[src/rtl/fixed_point_pkg.sv]
// Shared fixed-point types for the state-vector datapath, plus the
// gate sequencer FSM encoding.
package fixed_point_pkg;

  localparam int FP_FRAC_BITS = 15;
  localparam logic signed [15:0] FP_ONE  = 16'sh7FFF;
  localparam logic signed [15:0] FP_ZERO = 16'sh0000;

  typedef struct packed {
    logic signed [15:0] re;
    logic signed [15:0] im;
  } complex_t;

  typedef enum logic [1:0] {
    S_IDLE  = 2'd0,
    S_ISSUE = 2'd1,
    S_DRAIN = 2'd2,
    S_DONE  = 2'd3
  } gate_seq_state_t;

  function automatic complex_t cplx(input logic signed [15:0] re,
                                    input logic signed [15:0] im);
    complex_t c;
    c.re = re;
    c.im = im;
    return c;
  endfunction

endpackage

[src/rtl/gate_sequencer_pair_addr_gen.sv]
// Maps pair index j and target qubit k to the two amplitude addresses:
// j with a 0 inserted at bit k, and the same address with bit k set.
module pair_addr_gen #(
  parameter int AW = 4,
  parameter int QW = 2
) (
  input  logic [AW-2:0] i_j,
  input  logic [QW-1:0] i_k,
  output logic [AW-1:0] o_addr_a,
  output logic [AW-1:0] o_addr_b
);

  localparam logic [AW-1:0] ONE = AW'(1);

  logic [AW-1:0] w_j_ext;
  logic [AW-1:0] w_bit_k;
  logic [AW-1:0] w_low_mask;

  assign w_j_ext    = {1'b0, i_j};
  assign w_bit_k    = ONE << i_k;
  assign w_low_mask = w_bit_k - ONE;

  // Bits at or above k move up by one, leaving a hole at bit k.
  assign o_addr_a = ((w_j_ext & ~w_low_mask) << 1) | (w_j_ext & w_low_mask);
  assign o_addr_b = o_addr_a | w_bit_k;

endmodule

[src/rtl/gate_sequencer.sv]
// Applies one latched 2x2 unitary across every amplitude pair of the state
// RAM for a chosen target qubit, one pair per cycle, writing results in place.
module gate_sequencer
  import fixed_point_pkg::*;
#(
  parameter  int NUM_QUBITS  = 4,
  parameter  int APP_LATENCY = 4,
  parameter  int RAM_LATENCY = 1,
  localparam int AW          = NUM_QUBITS,
  localparam int QW          = (NUM_QUBITS > 1) ? $clog2(NUM_QUBITS) : 1
) (
  input  logic            clk,
  input  logic            rst,
  input  logic            start,
  input  logic [QW-1:0]   target_qubit,
  input  complex_t        u_00_in,
  input  complex_t        u_01_in,
  input  complex_t        u_10_in,
  input  complex_t        u_11_in,
  output logic            busy,
  output logic            done,
  output logic            error,
  output logic            rd_en,
  output logic [AW-1:0]   rd_addr_a,
  output logic [AW-1:0]   rd_addr_b,
  input  complex_t        rd_data_a,
  input  complex_t        rd_data_b,
  output logic            wr_en,
  output logic [AW-1:0]   wr_addr_a,
  output logic [AW-1:0]   wr_addr_b,
  output complex_t        wr_data_a,
  output complex_t        wr_data_b,
  output complex_t        app_state_in_1,
  output complex_t        app_state_in_2,
  output complex_t        app_u_00,
  output complex_t        app_u_01,
  output complex_t        app_u_10,
  output complex_t        app_u_11,
  input  complex_t        app_state_out_1,
  input  complex_t        app_state_out_2,
  output gate_seq_state_t dbg_state
);

  localparam int            D      = RAM_LATENCY + APP_LATENCY;
  localparam int            JW     = AW - 1;
  localparam logic [JW-1:0] J_LAST = '1;
  localparam logic [D-1:0]  TAIL   = D'(1) << (D - 1);
  localparam logic [QW:0]   K_LIM  = (QW + 1)'(NUM_QUBITS);

  gate_seq_state_t r_state;
  gate_seq_state_t w_next;
  logic [JW-1:0]   r_j;
  logic [QW-1:0]   r_k;
  complex_t        r_u00, r_u01, r_u10, r_u11;
  logic            r_error;
  logic [D-1:0]    r_vld;
  logic [AW-1:0]   r_dly_a [D];
  logic [AW-1:0]   r_dly_b [D];

  logic            w_k_ok;
  logic            w_accept;
  logic            w_reject;
  logic            w_rd_en;
  logic [AW-1:0]   w_addr_a;
  logic [AW-1:0]   w_addr_b;

  assign w_k_ok   = ({1'b0, target_qubit} < K_LIM);
  assign w_accept = (r_state == S_IDLE) && start && w_k_ok;
  assign w_reject = (r_state == S_IDLE) && start && !w_k_ok;

  pair_addr_gen #(.AW(AW), .QW(QW)) u_addr (
    .i_j      (r_j),
    .i_k      (r_k),
    .o_addr_a (w_addr_a),
    .o_addr_b (w_addr_b)
  );

  always_comb begin
    w_next  = r_state;
    w_rd_en = 1'b0;
    busy    = 1'b0;
    done    = 1'b0;
    case (r_state)
      S_IDLE: begin
        if (w_accept) w_next = S_ISSUE;
      end
      S_ISSUE: begin
        w_rd_en = 1'b1;
        busy    = 1'b1;
        if (r_j == J_LAST) w_next = S_DRAIN;
      end
      S_DRAIN: begin
        busy = 1'b1;
        // Leave once only the tail entry can still be valid: its write is
        // this cycle, so DONE lands on the cycle right after the last write.
        if ((r_vld & ~TAIL) == '0) w_next = S_DONE;
      end
      S_DONE: begin
        done   = 1'b1;
        w_next = S_IDLE;
      end
      default: w_next = S_IDLE;
    endcase
  end

  always_ff @(posedge clk or posedge rst) begin
    if (rst) begin
      r_state <= S_IDLE;
      r_j     <= '0;
      r_k     <= '0;
      r_u00   <= '0;
      r_u01   <= '0;
      r_u10   <= '0;
      r_u11   <= '0;
      r_error <= 1'b0;
    end else begin
      r_state <= w_next;
      r_error <= w_reject;
      if (w_accept) begin
        r_j   <= '0;
        r_k   <= target_qubit;
        r_u00 <= u_00_in;
        r_u01 <= u_01_in;
        r_u10 <= u_10_in;
        r_u11 <= u_11_in;
      end else if (r_state == S_ISSUE) begin
        r_j <= r_j + JW'(1);
      end
    end
  end

  // Write-back delay line: matches read latency plus applicator latency.
  always_ff @(posedge clk or posedge rst) begin
    if (rst) begin
      r_vld <= '0;
      for (int i = 0; i < D; i++) begin
        r_dly_a[i] <= '0;
        r_dly_b[i] <= '0;
      end
    end else begin
      r_vld[0]   <= w_rd_en;
      r_dly_a[0] <= rd_addr_a;
      r_dly_b[0] <= rd_addr_b;
      for (int i = 1; i < D; i++) begin
        r_vld[i]   <= r_vld[i-1];
        r_dly_a[i] <= r_dly_a[i-1];
        r_dly_b[i] <= r_dly_b[i-1];
      end
    end
  end

  assign rd_en          = w_rd_en;
  assign rd_addr_a      = w_rd_en ? w_addr_a : '0;
  assign rd_addr_b      = w_rd_en ? w_addr_b : '0;
  assign error          = r_error;

  assign wr_en          = r_vld[D-1];
  assign wr_addr_a      = r_dly_a[D-1];
  assign wr_addr_b      = r_dly_b[D-1];
  assign wr_data_a      = app_state_out_1;
  assign wr_data_b      = app_state_out_2;

  assign app_state_in_1 = rd_data_a;
  assign app_state_in_2 = rd_data_b;
  assign app_u_00       = r_u00;
  assign app_u_01       = r_u01;
  assign app_u_10       = r_u10;
  assign app_u_11       = r_u11;

  assign dbg_state      = r_state;

endmodule
[config.mk]
export PLATFORM = sky130hd
export DESIGN_NAME = gate_sequencer
export DESIGN_NICKNAME = d
export VERILOG_FILES = /design/src/rtl/fixed_point_pkg.sv /design/src/rtl/gate_sequencer_pair_addr_gen.sv /design/src/rtl/gate_sequencer.sv
export SDC_FILE = /design/constraint.sdc
export NUM_CORES = 1
export LEC_CHECK = 0
export ABC_CLOCK_PERIOD_IN_PS = 5300
export BUFFER_PORTS_ARGS = -buffer_cell sky130_fd_sc_hd__buf_4
export CAP_MARGIN = 10
export CORE_AREA = 3 3 212 214
export CTS_CLUSTER_DIAMETER = 200
export CTS_CLUSTER_SIZE = 14
export DETAILED_ROUTE_END_ITERATION = 7
export DIE_AREA = 0 0 215 217
export SETUP_SLACK_MARGIN = 0.5
export SYNTH_ARGS = -nofsm -noshare
export SYNTH_HDL_FRONTEND = slang
export SYNTH_SLANG_ARGS = --single-unit
[constraint.sdc]
create_clock -name clk -period 5.3 [get_ports clk]
set_clock_uncertainty 0.05 [all_clocks]
set_input_delay 0.53 -clock clk [delete_from_list [all_inputs] [get_ports clk]]
set_output_delay 0.53 -clock clk [all_outputs]
set_load 0.01 [all_outputs]
=== Yosys cells after proc, flatten, opt, wreduce, memory -nomap -nowiden ===
Index checks and enable logic that the tools add are counted.

* Order comparisons: 0
* Multiply operators: 0
* Equal/unequal tests: 7
* Muxes and demuxes: 11
* Bitwise logic cells: 5
* Reduce and logical (&&, ||, !) cells: 6
* Divide/modulo/power cells: 0
* Shift operators: 1
* Add/sub/neg operators: 2

{| class="wikitable"
|+ Operators by type and width
! cell !! number
|-
| 4-bit 2-to-1 mux || 2
|-
| 4-bit OR || 2
|-
| 2-bit one-hot mux with 4 select lines || 1
|-
| 2-bit 2-to-1 mux || 3
|-
| 3-bit 2-to-1 mux || 2
|-
| 2-bit != test, second input constant || 3
|-
| 5-bit logical NOT || 1
|-
| 3-bit by 4-bit AND with 4-bit output || 1
|-
| 2-bit equality test, second input constant || 2
|-
| 1-bit by 2-bit << shifter with 4-bit output, first input constant || 1
|-
| 4-bit by 1-bit subtractor with 4-bit output, second input constant || 1
|-
| 3-bit by 1-bit adder with 3-bit output, second input constant || 1
|-
| 3-bit AND || 1
|-
| 3-bit equality test, second input constant || 1
|-
| 1-bit 2-to-1 mux || 3
|-
| 3-bit NOT || 1
|-
| 3-bit AND reduction || 1
|-
| 2-bit by 1-bit equality test with 1-bit output, second input constant || 1
|-
| 2-bit logical NOT || 1
|-
| 2-bit nonzero test || 1
|-
| 2-bit OR reduction || 1
|-
| 1-bit logical AND || 1
|}

* Latch bits: 0
* ROM bits: 0
* Register bits: 180
* Input bits: 261
* Memories kept: 0
* Memory bits (writable): 0

=== Logic depth before layout (Yosys ltp) ===
* Depth after elaboration: 7
* Gate-level depth with buffers: 6
* Depth with buffers taken out: 5

=== By module ===
From an unflattened synthesis, not the netlist that was laid out.

* Cells, all modules: 511
* Area, all modules: 7413.4 um^2

{| class="wikitable"
|+ By module, submodules not included
! module !! area each (um^2) !! seq. area each (um^2) !! instances !! cells each
|-
| gate_sequencer || 7322.0 || 4504.3 || 1 || 496
|-
| pair_addr_gen || 91.3 || 0.0 || 1 || 15
|}

=== Least setup slack after synthesis ===
Ideal clock, no wire load.

* Path kind: flip-flop to output port
* Start point: register r_state[1] (netlist: dbg_state[1])
* End point: output rd_addr_b[2]
* Setup slack: 3.238 ns
* Arrival: 1.482 ns
* Cell stages (with the launch flop): 7
* Data required time: 4.720 ns
* Cell sequence: dfrtp_1 > inv_1 > ha_1 > buf_6 > inv_1 > a21oi_1 > a31o_2

* Word-level cells in the longest chain between the ends: 3

{| class="wikitable"
|+ Ends and longest elaborated chain
! element !! line !! RTL
|-
| from (decl) || gate_sequencer.sv:50 || <nowiki>gate_seq_state_t r_state;</nowiki>
|-
| from (signal assigned) || gate_sequencer.sv:117 || <nowiki>r_state <= w_next;</nowiki>
|-
| 2-bit by 1-bit equality test with 1-bit output || gate_sequencer.sv:83 || <nowiki>case (r_state)</nowiki>
|-
| 1-bit 2-to-1 mux || gate_sequencer.sv:83 ||
|-
| named net rd_en || gate_sequencer.sv:23 || <nowiki>output logic rd_en,</nowiki>
|-
| 4-bit 2-to-1 mux || gate_sequencer.sv:154 || <nowiki>assign rd_addr_b = w_rd_en ? w_addr_b : '0;</nowiki>
|-
| to (decl) || gate_sequencer.sv:25 || <nowiki>output logic [AW-1:0] rd_addr_b,</nowiki>
|}

The timed path passes the listed nets, and every way through them passes these cells.

=== Worst setup path in the final report ===
* Start point: register r_state[1] (netlist: dbg_state[1])
* End point: output rd_addr_b[2]

* Word-level cells in the longest chain between the ends: 3

{| class="wikitable"
|+ Ends and longest elaborated chain
! element !! line
|-
| 2-bit by 1-bit equality test with 1-bit output || gate_sequencer.sv:83
|-
| 1-bit 2-to-1 mux || gate_sequencer.sv:83
|-
| 4-bit 2-to-1 mux || gate_sequencer.sv:154
|}

Every way passes these cells.

==> impl_metrics.env <==
export IMPL_syn_inst=510
export IMPL_finalNonFillerCells=1259
export IMPL_track_usage_pct=8.16
export IMPL_cp_slowest_stage_delay_ns=0.47
export IMPL_cts_max_path_buffers=2
export IMPL_vias_per_cell=3.35
export IMPL_internal_power_mw=3.95
export IMPL_yosys_area_top_type_share_pct=61.0
export IMPL_crit_path_start_kind="flop"
export IMPL_yosysSeqAreaShare_pct=61.0
export IMPL_reg2reg_to="app_u_10[25]"
export IMPL_status="completed"
export IMPL_placed_area_sq_um=9170
export IMPL_power_total_mw=5.81
export IMPL_drtAntennaViolNets=0
export IMPL_final_design_area_no_fill_sq_um=9790
export IMPL_cts_resized=0
export IMPL_hold_viol_final=0
export IMPL_slew_headroom_pct=49.5
export IMPL_drtIter0Drc=173
export IMPL_cts_root_buffer="clkbuf_16"
export IMPL_ctsHoldBuffers=0
export IMPL_drive_gt1_share_pct=47.5
export IMPL_ys_ff_latch=180
export IMPL_regArea_sq_um=4500
export IMPL_finalCritPeriodShare_pct=52.8
export IMPL_antenna_found_initial=0
export IMPL_postLayoutCoreUtil_pct=22.7
export IMPL_clk_latency_ns=0.46
export IMPL_worstPathCellList="inv_1 -> ha_1 -> inv_1 -> a21oi_1 -> a31o_2 -> buf_4"
export IMPL_first_global_vias=4564
export IMPL_top_level_ports=540
export IMPL_leakagePower_nw=4.61
export IMPL_arrival_ns=2.22
export IMPL_mostFrequentLayoutCells="buf_4, dfrtp_1, mux2_1"
export IMPL_maxSlewViolCount=0
export IMPL_reg2reg_depth=5
export IMPL_ir_worst_vdd_uv=309
export IMPL_gp_congestion=0.724
export IMPL_required_ns=4.72
export IMPL_fmax_mhz=357
export IMPL_cts_max_level=4
export IMPL_finalCriticalPeriod_ns=2.80
export IMPL_swShare_pct=32.1
export IMPL_dieArea_sq_um=46700
export IMPL_fin_nets=929
export IMPL_multiInputGateArea_sq_um=1750
export IMPL_grt_overflow=0
export IMPL_die_h_microns=217
export IMPL_num_antenna_cells=0
export IMPL_cts_sinks=180
export IMPL_core_area_sq_um=43100
export IMPL_crit_slowest_cell="ha_1"
export IMPL_synth_area_leaders="dfrtp_1, mux2_1, buf_4"
export IMPL_dp_cells=1227
export IMPL_finalHoldWorstSlack_ns=0.142
export IMPL_timing_rr_start="dbg_state[0]"
export IMPL_crit_path_max_fanout=12
export IMPL_finalWorstSetupSlack_ns=2.50
export IMPL_final_common_cell="buf_4"
export IMPL_clock_power_share_pct=23.3
export IMPL_vias=4218
export IMPL_cpMostUsedCell="inv_1"
export IMPL_cts_tree="built"
export IMPL_tightestPinTransition_ns=0.758
export IMPL_n_fill_cell=4587
export IMPL_io_buffers=282
export IMPL_p_sw_mw=1.86
export IMPL_cts_inserted_buffers=17
export IMPL_power_density_nw_per_um2=594
export IMPL_dpl_hpwl_microns=13500
export IMPL_dr_pass1_iters=4
export IMPL_avgSynthCellArea_sq_um=14.5
export IMPL_cap_violations=0
export IMPL_yosys_warnings=0
export IMPL_clkSlewWorstSetupHoldPaths_ns=0.07
export IMPL_syn2layout_area_growth_pct=32.6
export IMPL_drc=0
export IMPL_grt_max_degree=131
export IMPL_setup_violations=0
export IMPL_yosys_area_top_type="dfrtp_1"
export IMPL_syn_cell_area_sq_um=7380
export IMPL_rsz0062_at_grt="no"
export IMPL_combPwrFrac_pct=36.1
export IMPL_dp_slack_ns=2.66
export IMPL_die_w_microns=215
export IMPL_wl_per_cell_microns=14.7
export IMPL_syn_nets=778
export IMPL_postRouteWirelength_microns=18500
export IMPL_post_cts_setup_buffers=0
export IMPL_cp_end_kind="output port"
export IMPL_synth_cell_types=24
export IMPL_rows=76
export IMPL_grt_pass1_wl_microns=28100
export IMPL_critPathKind="flop to output port"
export IMPL_initial_core_util_pct=17.1
export IMPL_fin_tns_setup_ns=0
export IMPL_seqPwrFrac_pct=40.6
export IMPL_r2r_slack_ns=2.69
export IMPL_min_path_type="input pin to asynchronous set/reset pin"
worst max-delay path, delay by kind of cell, from the launching register on:
family | cells | cell delay (ns)
buffers and inverters | 3 | 0.43
adder cells (fa/ha/maj) | 1 | 0.47
AO/OA/AOI/OAI | 2 | 0.41
flip-flops | 1 | 0.43
layer usage:
layer	wire, microns	vias to the layer above	global-route usage (%)
met4	467	2	3.50
li1	-	1870	-
met2	7860	302	10.8
met5	57	-	0.938
met1	6910	2011	8.76
met3	3230	33	7.69
area by class of cell:
type / instances / area share (%)
flip-flops and latches: 180 / 46.0
repair buffers: 286 / 22.1
multi-input cells: 169 / 17.8
well taps: 585 / 7.48
clock buffers: 19 / 4.53
clock inverters: 13 / 1.74
inverters: 7 / 0.307
logic make-up (layout without fill, tap and decap cells):
| group | after synthesis | in the layout | synth area share (%) |
|---|---|---|---|
| DFF | 180 | 180 | 61.0 |
| muxes | 133 | 133 | 20.3 |
| and+or+nand+nor | 15 | 15 | 0.915 |
| adders and majority gates | 7 | 7 | 1.19 |
| buffers and inverters | 161 | 325 | 15.4 |
| other | 1 | 1 | 0.0508 |
| xor gates and xnor gates | 1 | 1 | 0.119 |
| AOI/OAI and AO/OA | 12 | 12 | 1.03 |
synthesized netlist by cell type (all sizes together):
master	number
a21oi	7
a222oi	1
a22oi	1
a2bb2oi	1
a31o	1
buf	149
clkbuf	5
conb	1
dfrtp	180
ha	7
inv	7
mux2	131
mux2i	2
nand2	4
nand2b	1
nand3	1
nor2	7
nor3b	1
o22ai	1
or4	1
xnor2	1
how the worst max path moves through the flow:
| stage | from | endpoint | slack (ns) | cells past startpoint |
|---|---|---|---|---|
| 3_3_place_gp | dbg_state[0] | app_u_00[5] | 2.71 | 5 |
| 6_report | dbg_state[1] | rd_addr_b[2] | 2.50 | 6 |
| 3_5_place_dp | dbg_state[0] | app_u_10[25] | 2.66 | 5 |
| 5_1_grt | dbg_state[1] | rd_addr_b[2] | 2.29 | 6 |
| 4_1_cts | dbg_state[1] | rd_addr_b[2] | 2.41 | 6 |
| 2_1_floorplan | rst | app_u_00[0] | 2.41 | 1 |
power by group through the flow:
stage	registers (mW)	clock network (mW)	logic (mW)
3_3_place_gp	2.38	0	2.11
2_1_floorplan	2.57	0	0.874
3_5_place_dp	2.39	0	2.15
6_report	2.36	1.35	2.10
5_1_grt	2.46	1.49	2.29
4_1_cts	2.37	1.44	2.16
sequential cells by signal, summed over array words and instances, names as in the netlist:
signal     flops
app_u_01      32
dbg_state      2
wr_addr_a      4
app_u_10      32
r_vld          5
r_dly_a       16
r_k            2
r_j            3
r_dly_b       16
wr_addr_b      4
app_u_11      32
app_u_00      32
No activity file was read; power rests on OpenSTA's default activity.
